<file path="src/rtl/median_window_filter_if.sv">
// median_window_filter_if: sample-in / median-out handshake bundle for median_window_filter
interface median_window_filter_if #(parameter int WIDTH = 16);
  logic in_valid, in_ready, out_valid, out_ready, full;
  logic [WIDTH-1:0] in_data, out_data;
  modport master(output in_valid, in_data, out_ready, input in_ready, out_valid, out_data, full);
  modport slave(input in_valid, in_data, out_ready, output in_ready, out_valid, out_data, full);
endinterface

</file>
<file path="src/rtl/median_window_filter.sv">
// median_window_filter: median of the last WINDOW samples via odd-even transposition sort; define MEDIAN_SIGNED_EN for signed compares
module median_window_filter #(
  parameter int WIDTH = 16,
  parameter int WINDOW = 9
) (
  input  logic clk,
  input  logic HARD_RESET,
  input  logic clr,
  median_window_filter_if.slave bus
);
  localparam int PW = $clog2(WINDOW);
  localparam int CW = $clog2(WINDOW + 1);
  localparam logic [CW-1:0] WIN = CW'(WINDOW);
  localparam logic [PW-1:0] LAST = PW'(WINDOW - 1);
  typedef enum logic [1:0] {IDLE, SORT, HOLD} state_t;
  state_t state_q, state_d;
  logic [WIDTH-1:0] ring_q [WINDOW];
  logic [WIDTH-1:0] ring_d [WINDOW];
  logic [WIDTH-1:0] arr_q [WINDOW];
  logic [WIDTH-1:0] arr_d [WINDOW];
  logic [PW-1:0] wptr_q, wptr_d;
  logic [CW-1:0] fill_q, fill_d, stage_q, stage_d;
  logic [WIDTH-1:0] out_data_q, out_data_d;
  logic in_ready_q, in_ready_d, out_valid_q, out_valid_d, full_q, full_d;
  function automatic logic gt(input logic [WIDTH-1:0] a, input logic [WIDTH-1:0] b);
`ifdef MEDIAN_SIGNED_EN
    return $signed(a) > $signed(b);
`else
    return a > b;
`endif
  endfunction
  // Stage parity picks the pair set: even stages compare (0,1),(2,3)..., odd stages (1,2),(3,4)...
  always_comb begin
    state_d = state_q;
    ring_d = ring_q;
    arr_d = arr_q;
    wptr_d = wptr_q;
    fill_d = fill_q;
    stage_d = stage_q;
    out_data_d = out_data_q;
    if (clr) begin
      state_d = IDLE;
      wptr_d = '0;
      fill_d = '0;
      stage_d = '0;
      for (int i = 0; i < WINDOW; i++) ring_d[i] = '0;
    end else if (state_q == IDLE) begin
      if (bus.in_valid) begin
        ring_d[wptr_q] = bus.in_data;
        wptr_d = (wptr_q == LAST) ? '0 : wptr_q + PW'(1);
        fill_d = (fill_q == WIN) ? WIN : fill_q + CW'(1);
        if (fill_d == WIN) begin
          arr_d = ring_d;
          state_d = SORT;
          stage_d = '0;
        end
      end
    end else if (state_q == SORT) begin
      if (stage_q == WIN) begin
        state_d = HOLD;
        out_data_d = arr_q[WINDOW/2];
      end else begin
        stage_d = stage_q + CW'(1);
        for (int i = 0; i + 1 < WINDOW; i++)
          if (i[0] == stage_q[0] && gt(arr_q[i], arr_q[i+1])) begin
            arr_d[i] = arr_q[i+1];
            arr_d[i+1] = arr_q[i];
          end
      end
    end else if (bus.out_ready) begin
      state_d = IDLE;
    end
    in_ready_d = state_d == IDLE;
    out_valid_d = state_d == HOLD;
    full_d = fill_d == WIN;
  end
  always_ff @(posedge clk or posedge HARD_RESET) begin
    if (HARD_RESET) begin
      state_q <= IDLE;
      wptr_q <= '0;
      fill_q <= '0;
      stage_q <= '0;
      out_data_q <= '0;
      in_ready_q <= 1'b1;
      out_valid_q <= 1'b0;
      full_q <= 1'b0;
      for (int i = 0; i < WINDOW; i++) begin
        ring_q[i] <= '0;
        arr_q[i] <= '0;
      end
    end else begin
      state_q <= state_d;
      wptr_q <= wptr_d;
      fill_q <= fill_d;
      stage_q <= stage_d;
      out_data_q <= out_data_d;
      in_ready_q <= in_ready_d;
      out_valid_q <= out_valid_d;
      full_q <= full_d;
      ring_q <= ring_d;
      arr_q <= arr_d;
    end
  end
  assign bus.in_ready = in_ready_q;
  assign bus.out_valid = out_valid_q;
  assign bus.out_data = out_data_q;
  assign bus.full = full_q;
endmodule

</file>
<file path="src/flat_wrapper.sv">
// flat-port wrapper written by rule: the top's interface ports become plain ports
module median_window_filter_flat 
#(
  parameter int WIDTH = 16,
  parameter int WINDOW = 9
)
  (clk, HARD_RESET, clr, bus_in_valid, bus_in_data, bus_out_ready, bus_in_ready, bus_out_valid, bus_out_data, bus_full);
  median_window_filter_if #(.WIDTH(WIDTH)) bus_i ();
  input  logic clk;
  input  logic HARD_RESET;
  input  logic clr;
  input wire logic [$bits(bus_i.in_valid)-1:0] bus_in_valid;
  input wire logic [$bits(bus_i.in_data)-1:0] bus_in_data;
  input wire logic [$bits(bus_i.out_ready)-1:0] bus_out_ready;
  output wire logic [$bits(bus_i.in_ready)-1:0] bus_in_ready;
  output wire logic [$bits(bus_i.out_valid)-1:0] bus_out_valid;
  output wire logic [$bits(bus_i.out_data)-1:0] bus_out_data;
  output wire logic [$bits(bus_i.full)-1:0] bus_full;
  assign bus_i.in_valid = bus_in_valid;
  assign bus_i.in_data = bus_in_data;
  assign bus_i.out_ready = bus_out_ready;
  assign bus_in_ready = bus_i.in_ready;
  assign bus_out_valid = bus_i.out_valid;
  assign bus_out_data = bus_i.out_data;
  assign bus_full = bus_i.full;
  median_window_filter #(.WIDTH(WIDTH), .WINDOW(WINDOW)) u_core (.clk(clk), .HARD_RESET(HARD_RESET), .clr(clr), .bus(bus_i));
endmodule
</file>
<file path="config.mk">
export PLATFORM = sky130hd
export DESIGN_NAME = median_window_filter_flat
export DESIGN_NICKNAME = d
export VERILOG_FILES = /design/src/rtl/median_window_filter_if.sv /design/src/rtl/median_window_filter.sv /design/src/flat_wrapper.sv
export SDC_FILE = /design/constraint.sdc
export NUM_CORES = 1
export LEC_CHECK = 0
export CELL_PAD_IN_SITES_DETAIL_PLACEMENT = 2
export CELL_PAD_IN_SITES_GLOBAL_PLACEMENT = 2
export CORE_UTILIZATION = 35
export DETAILED_ROUTE_END_ITERATION = 10
export MAX_ROUTING_LAYER = met4
export PLACE_DENSITY = 0.74
export SETUP_SLACK_MARGIN = 0.5
export SYNTH_ARGS = -nofsm -noshare
export SYNTH_HDL_FRONTEND = slang
export SYNTH_SLANG_ARGS = --single-unit
</file>
<file path="constraint.sdc">
create_clock -name clk -period 14.02 [get_ports clk]
set_clock_uncertainty 0.1 [all_clocks]
set_input_delay 1.402 -clock clk [delete_from_list [all_inputs] [get_ports clk]]
set_output_delay 1.402 -clock clk [all_outputs]
set_load 0.01 [all_outputs]
</file>
==> impl_metrics.csv, run 1 <==
group,metric,value,unit
timing,hold_viol_final,0,
route,post-route-drc-count,0,
pwr,cellPowerDensity,117.9,nW/µm²
cts,cts_tree,"built",
cts,h-tree-depth,2,
cts,postCtsSetupBuffers,0,
route,drt-initial-drc-count,1260,
timing,fin_crit_sh,0.2957,
logic_synthesis,synth.area.top_cells,"dfrtp_1 42%, nand2_1 11%, a21oi_1 9.0%",
route,drt-vias-per-instance,5.987,
pwr,leakage,0.009403,µW
die,chipHeight,236.2,µm
logic_synthesis,synth_nets,2452,
timing,fin_crit,4.146,ns
die,core_area,54030,µm²
route,routed_wl,78630,µm
logic_synthesis,yosysTopAreaCell,"dfrtp_1",
worst_hold_path,whs_path_depth,2,
cts,clkSinkCount,321,
pwr,fin_total_pwr,2523,µW
worst_setup_path,worstPathCellList,"buf_4 > nor2_1 > inv_1 > a21oi_2 > buf_4 > o31a_1 > nor2_1 > a21oi_1",
worst_hold_path,hold_path_startpoint,"u_core.bus.out_data[10]",
cts,cts_buffers,41,
logic_synthesis,ys_warn_count,0,
timing,max_slew_margin,0.1427,
logic_synthesis,ys_seq_area_frac,0.4183,
cts,root_buffer,"clkbuf_16",
global_routing,grt_pass1_wl,121300,µm
worst_setup_path,start_kind,"input pin",
worst_setup_path,slowest_stage,"o31a_1",
worst_hold_path,min_path_type,"flop to flop",
route,dr.pass1.iters,6,
timing,setup_tns,0,ns
logic_synthesis,ys_async_sr_fraction,1.000,
cts,hold_buffers,0,
layout,syn_to_final_growth,11.41,%
worst_setup_path,crit_type,"input pin to flop",
worst_setup_path,worst_r2r_startpoint,"u_core.arr_q[94]",
logic_synthesis,yosysTopAreaCellShare,0.4170,
timing,fin_ws,9.874,ns
logic_synthesis,synth_seq_cells,321,
timing,fmax,241.2,MHz
worst_setup_path,critPathMaxFanout,70,
layout,nets,2402,
worst_setup_path,r2r_end,"u_core.arr_q[85]",
timing,timing.final.max_slew_violations,0,
worst_setup_path,cp_data_arrival_time,4.53,ns
worst_setup_path,r2r_cells,10,
route,avgRoutedWirePerCell,26.52,µm
pwr,peakVddDrop,0.00009031,V
route,ant_nets,0,
timing,whs,0.3789,ns
placed_design,post-place-ws,9.330,ns
cts,insertion_delay,0.57,ns
worst_setup_path,cp_slowest_stage_delay,1.02,ns
worst_setup_path,endpoint_kind,"flop",
logic_synthesis,synthCells,2295,
logic_synthesis,synthTopCellsByCount,"574 x nand2_1, 344 x a21oi_1, 320 x dfrtp_1",
global_routing,grt_util_all_layers,0.2941,
global_routing,grt_max_degree,113,
global_routing,antenna_found_initial,0,
worst_setup_path,reg2reg_slack,10.05,ns
global_routing,grt-ovfl-total,0,
die,dieArea,55810,µm²
timing,rsz0062_at_grt,"no",
die,start_util,0.3555,
run,max_cap_violations,0,
logic_synthesis,synth_cell_type_count,61,
timing,setup_violations,0,
cts,cts_resized,0,
cts,clockBufferDepth,3,
run_status,outcome,"completed",
worst_hold_path,worstHoldEndpoint,"u_core.bus.out_data[10]",
die,die_x,236.2,µm
die,row_count,85,
global_routing,grt_pass1_vias,19290,
logic_synthesis,avgSynthCellArea,8.368,µm²
logic_synthesis,syn_area,19200,µm²
layout,finish.utilization,0.3960,
die,ios,40,
layout,antenna_cells,0,
placed_design,dp_hpwl,53920,µm
route,route.vias.total,17750,
logic_synthesis,synth_flop_cell,"dfrtp_1",
logic_synthesis,synth.most_common_cell,"nand2_1",
logic_synthesis,synth_edf_count,0,
placed_design,place.gp.congestion,0.8598,
worst_setup_path,cp_data_required_time,14.40,ns
placed_design,numPortBuffers,39,
layout,drive_gt1_frac,0.06346,
cts,path_clk_slew,0.06,ns
timing,worst_pin_slew,1.286,ns
-- routing by layer --
metal / GRT usage / vias to the layer above / routed length [µm]
met5: - / - / 0
met4: 0.1181 / 0 / 3152
met3: 0.03171 / 148 / 3175
met2: 0.4773 / 384 / 37750
met1: 0.3750 / 9323 / 34560
li1: - / 7895 / -
-- worst max-delay path: cells and delay by family --
family                 cells  cell delay [ns]
AOI/OAI and AO/OA          3             1.38
buffers and inverters      3             0.99
and+or+nand+nor            2             0.67
-- metrics by stage --
stage / std cells / area [µm²]
final: 2965 / 21400
after CTS: 2965 / 21400
after global routing: 2965 / 21400
after detailed placement: 2898 / 20120
after floorplan: 2295 / 19200
after global placement: 2898 / 20120
-- sequential cells by signal, indices dropped and copies added (netlist names) --
name	count
u_core.state_q	2
u_core.arr_q	144
u_core.bus.out_data	16
u_core.bus.in_ready	1
u_core.ring_q	144
u_core.fill_q	4
u_core.bus.out_valid	1
u_core.wptr_q	4
u_core.bus.full	1
u_core.stage_q	4
-- power by group --
group	total, µW	leakage, µW	switching [µW]	internal (µW)
Sequential	1090	0.00419	111	982
Combinational	381	0.00458	242	139
Clock	1050	0.000626	429	620
-- cells by family after synthesis --
group | count (synthesis) | share of synthesized area
AO/OA/AOI/OAI | 650 | 0.2121
adder cells (fa/ha/maj) | 136 | 0.08861
XOR/XNOR | 1 | 0.0004561
flip-flops | 321 | 0.4183
AND/OR/NAND/NOR | 783 | 0.1662
buffers and inverters | 307 | 0.06176
multiplexers | 97 | 0.05258
-- final cells by class --
class | count | area, µm²
Fill cell | 6068 | 32630
Timing Repair Buffer | 77 | 673.1
Clock buffer | 57 | 1146
Clock inverter | 10 | 127.6
Inverter | 137 | 521.8
Sequential cell | 321 | 8034
Multi-Input combinational cell | 1667 | 10020
Tap cell | 696 | 870.8
-- how the worst max path moves through the flow --
stage                           from                  to  slack [ns]  cells after the start
after detailed placement  HARD_RESET  u_core.ring_q[130]        9.33                      4
after floorplan           HARD_RESET     u_core.arr_q[0]        3.64                      1
after CTS                 HARD_RESET  u_core.ring_q[130]        9.94                      4
after global placement    HARD_RESET  u_core.ring_q[129]        9.35                      4
final                            clr    u_core.arr_q[29]        9.87                      8
after global routing      HARD_RESET  u_core.ring_q[129]        9.64                      4
-- cell usage in the layout, fill, tap and decap left out, drive strengths merged, types with 3 or more instances in the layout --
| cell type | Yosys | layout |
|---|---|---|
| dfrtp | 320 | 320 |
| and4 | 6 | 6 |
| nand3 | 31 | 31 |
| nor3 | 10 | 10 |
| nor2b | 12 | 12 |
| clkdlybuf4s50 | 0 | 38 |
| bufinv | 0 | 3 |
| a22o | 16 | 16 |
| o22ai | 16 | 16 |
| a31oi | 6 | 6 |
| buf | 14 | 39 |
| nand2 | 574 | 574 |
| o211ai | 7 | 7 |
| clkbuf | 156 | 57 |
| a222oi | 16 | 16 |
| a311oi | 18 | 18 |
| inv | 137 | 137 |
| a221oi | 81 | 81 |
| nor2 | 101 | 101 |
| mux2 | 31 | 31 |
| a21boi | 7 | 7 |
| a211oi | 5 | 5 |
| nor4 | 5 | 5 |
| and2 | 9 | 9 |
| mux2i | 66 | 66 |
| o31ai | 3 | 3 |
| clkinv | 0 | 6 |
| o21ai | 70 | 70 |
| a2bb2oi | 16 | 16 |
| nand4 | 18 | 18 |
| ha | 136 | 136 |
| a21o | 26 | 26 |
| o21a | 4 | 4 |
| a22oi | 3 | 3 |
| a21oi | 344 | 344 |
| or3 | 3 | 3 |
No activity file was read; power rests on OpenSTA's default activity.
==> inputs of run 2 (changes only) <==
--- a/config.mk
+++ b/config.mk
@@ -10,7 +10,7 @@
 export CORE_UTILIZATION = 35
 export DETAILED_ROUTE_END_ITERATION = 10
 export MAX_ROUTING_LAYER = met4
-export PLACE_DENSITY = 0.74
+export PLACE_DENSITY = 0.77
 export SETUP_SLACK_MARGIN = 0.5
 export SYNTH_ARGS = -nofsm -noshare
 export SYNTH_HDL_FRONTEND = slang
==> constraint.sdc (replaced) <==
create_clock -name clk -period 3.62 [get_ports clk]
set_clock_uncertainty 0.1 [all_clocks]
set_input_delay 0.362 -clock clk [delete_from_list [all_inputs] [get_ports clk]]
set_output_delay 0.362 -clock clk [all_outputs]
set_load 0.01 [all_outputs]
==> run 2 against run 1 <==
Non-clock buffer count rose by 114; sequential share of layout area down 1.9 points; wire length is 5.0% higher; highest routed layer unchanged; cell count increased by 3.9%; register-to-register slack worse by 9.5 ns; combinational power grew to 4.8 times the previous value; sequential power grew to 3.8 times the previous value; worst setup slack worse by 9.3 ns; clock power grew to 3.8 times the previous value; largest power group unchanged; largest cell class unchanged; critical path depth is 1 higher.
==> impl_metrics.csv, run 2 (synthesized netlist as in run 1, its figures left out) <==
group,metric,value,unit
run_status,outcome,"completed",
placed_design,numPortBuffers,39,
die,ios,40,
worst_setup_path,cp_data_arrival_time,3.43,ns
die,row_count,85,
layout,final_common_cell,"nand2_1",
timing,timing.final.max_slew_violations,0,
worst_setup_path,r2r_cells,9,
die,start_util,0.3555,
pwr,leakage,0.01001,µW
cts,cts_buffers,41,
route,avgRoutedWirePerCell,26.81,µm
cts,clkSinkCount,321,
worst_setup_path,cp_data_required_time,4.00,ns
timing,worst_pin_slew,1.160,ns
cts,insertion_delay,0.58,ns
placed_design,placed_area,20900,µm²
route,drt-vias-per-instance,5.931,
global_routing,antenna_found_initial,1,
cts,path_clk_slew,0.06,ns
pwr,peakVddDrop,0.0002836,V
cts,h-tree-depth,2,
worst_setup_path,crit_type,"flop to flop",
layout,fin_area,22560,µm²
global_routing,grt_max_degree,99,
worst_setup_path,start_kind,"flop",
worst_setup_path,critPathMaxFanout,4,
layout,nets,2516,
timing,max_slew_margin,0.2241,
placed_design,dp_hpwl,58290,µm
worst_setup_path,reg2reg_slack,0.57,ns
route,post-route-drc-count,0,
worst_setup_path,endpoint_kind,"flop",
timing,fin_crit,3.053,ns
layout,mostFrequentLayoutCells,"574 x nand2_1, 342 x a21oi_1, 312 x dfrtp_1",
global_routing,grt-ovfl-total,0,
pwr,cellPowerDensity,438.5,nW/µm²
worst_setup_path,r2r_end,"u_core.arr_q[38]",
route,drt-initial-drc-count,1365,
run,max_cap_violations,0,
global_routing,grt_util_all_layers,0.3066,
worst_hold_path,min_path_type,"input pin to async pin",
timing,setup_tns,0,ns
global_routing,grt_pass1_wl,126100,µm
die,die_x,236.2,µm
route,dr.pass1.iters,7,
global_routing,grt_pass1_vias,20010,
route,routed_wl,82560,µm
cts,clockBufferDepth,3,
timing,fin_crit_sh,0.8432,
die,core_area,54030,µm²
layout,drive_gt1_frac,0.1230,
route,ant_nets,0,
cts,cts_tree,"built",
layout,syn_to_final_growth,17.45,%
route,route.vias.total,18270,
die,dieArea,55810,µm²
timing,rsz0062_at_grt,"yes",
timing,hold_viol_final,0,
die,chipHeight,236.2,µm
cts,root_buffer,"clkbuf_16",
timing,setup_violations,0,
timing,fmax,327.6,MHz
worst_setup_path,worst_r2r_startpoint,"u_core.arr_q[42]",
placed_design,place.gp.congestion,0.9072,
-- run 2: cell types whose count changed in the layout (fill, tap and decap cells not counted), moves of 8 or more --
cell,change
dfrtp_1,-8
a221oi_1,-13
a311oi_1,-8
a311oi_2,+8
dfrtp_2,+8
a221oi_2,+13
buf_4,+100
-- run 2: cell type report --
cell class                 count  area, µm²
clock buffer                  62       1175
timing repair buffer         191       1633
inverter                     137      518.0
tap                          696      870.8
fill                        5926      31470
clock inverter                 5      53.80
multi-input combinational   1667      10260
sequential                   321       8044
antenna                        1      2.502
-- run 2: through the flow --
| stage | utilization | total power [µW] | setup slack [ns] | instances | hold WS [ns] |
|---|---|---|---|---|---|
| finish | 0.4175 | 9891 | 0.5675 | 3080 | 0.03675 |
| global route | 0.4175 | 10280 | 0.4735 | 3079 | 0.04427 |
| CTS | 0.4124 | 9910 | 0.4523 | 3067 | 0.01859 |
| detailed placement | 0.3868 | 5875 | 0.05183 | 2992 | 0.3810 |
| global placement | 0.3868 | 5741 | 0.1585 | 2992 | 0.3711 |
| floorplan | - | 5040 | -1.122 | 2295 | 0.3720 |
-- run 2: worst max path at each step --
stage                            from           endpoint  depth (start not counted)
floorplan                  HARD_RESET    u_core.arr_q[0]                          1
global placement     u_core.arr_q[45]   u_core.arr_q[45]                          8
detailed placement   u_core.arr_q[45]   u_core.arr_q[38]                          8
CTS                 u_core.arr_q[121]  u_core.arr_q[127]                         11
global route         u_core.arr_q[42]   u_core.arr_q[39]                          9
finish               u_core.arr_q[42]   u_core.arr_q[38]                          9
-- run 2: critical path, cell delays in order, from the launching register on --
cell and delay (ns):
dfrtp_1 0.45, inv_1 0.10, ha_1 0.32, nand4_1 0.14, or4_1 0.53, or3_1 0.39, and3_4 0.21, o31ai_4 0.26
buf_4 0.20, mux2i_1 0.25
-- run 2: per-layer routing --
metal,up-vias,part of all wire,track usage
met5,-,0,-
met4,0,0.045,0.1228
met3,165,0.039,0.03019
li1,8133,-,-
met2,406,0.49,0.5080
met1,9563,0.43,0.3840
-- run 2: repair_timing --
item / CTS / global route
hold buffers: 1 / 0
cloned: 0 / 0
setup endpoints to repair: 97 / 121
endpoints found under the hold margin: 4 / 0
setup buffers: 7 / 12
pin swaps: 2 / 5
gates resized for setup: 15 / 44
-- run 2: report_power, final --
| part | leakage (µW) | switching, µW | internal (µW) |
|---|---|---|---|
| Sequential | 0.00418 | 283 | 3810 |
| Clock | 0.000603 | 1690 | 2290 |
| Combinational | 0.00523 | 1150 | 668 |
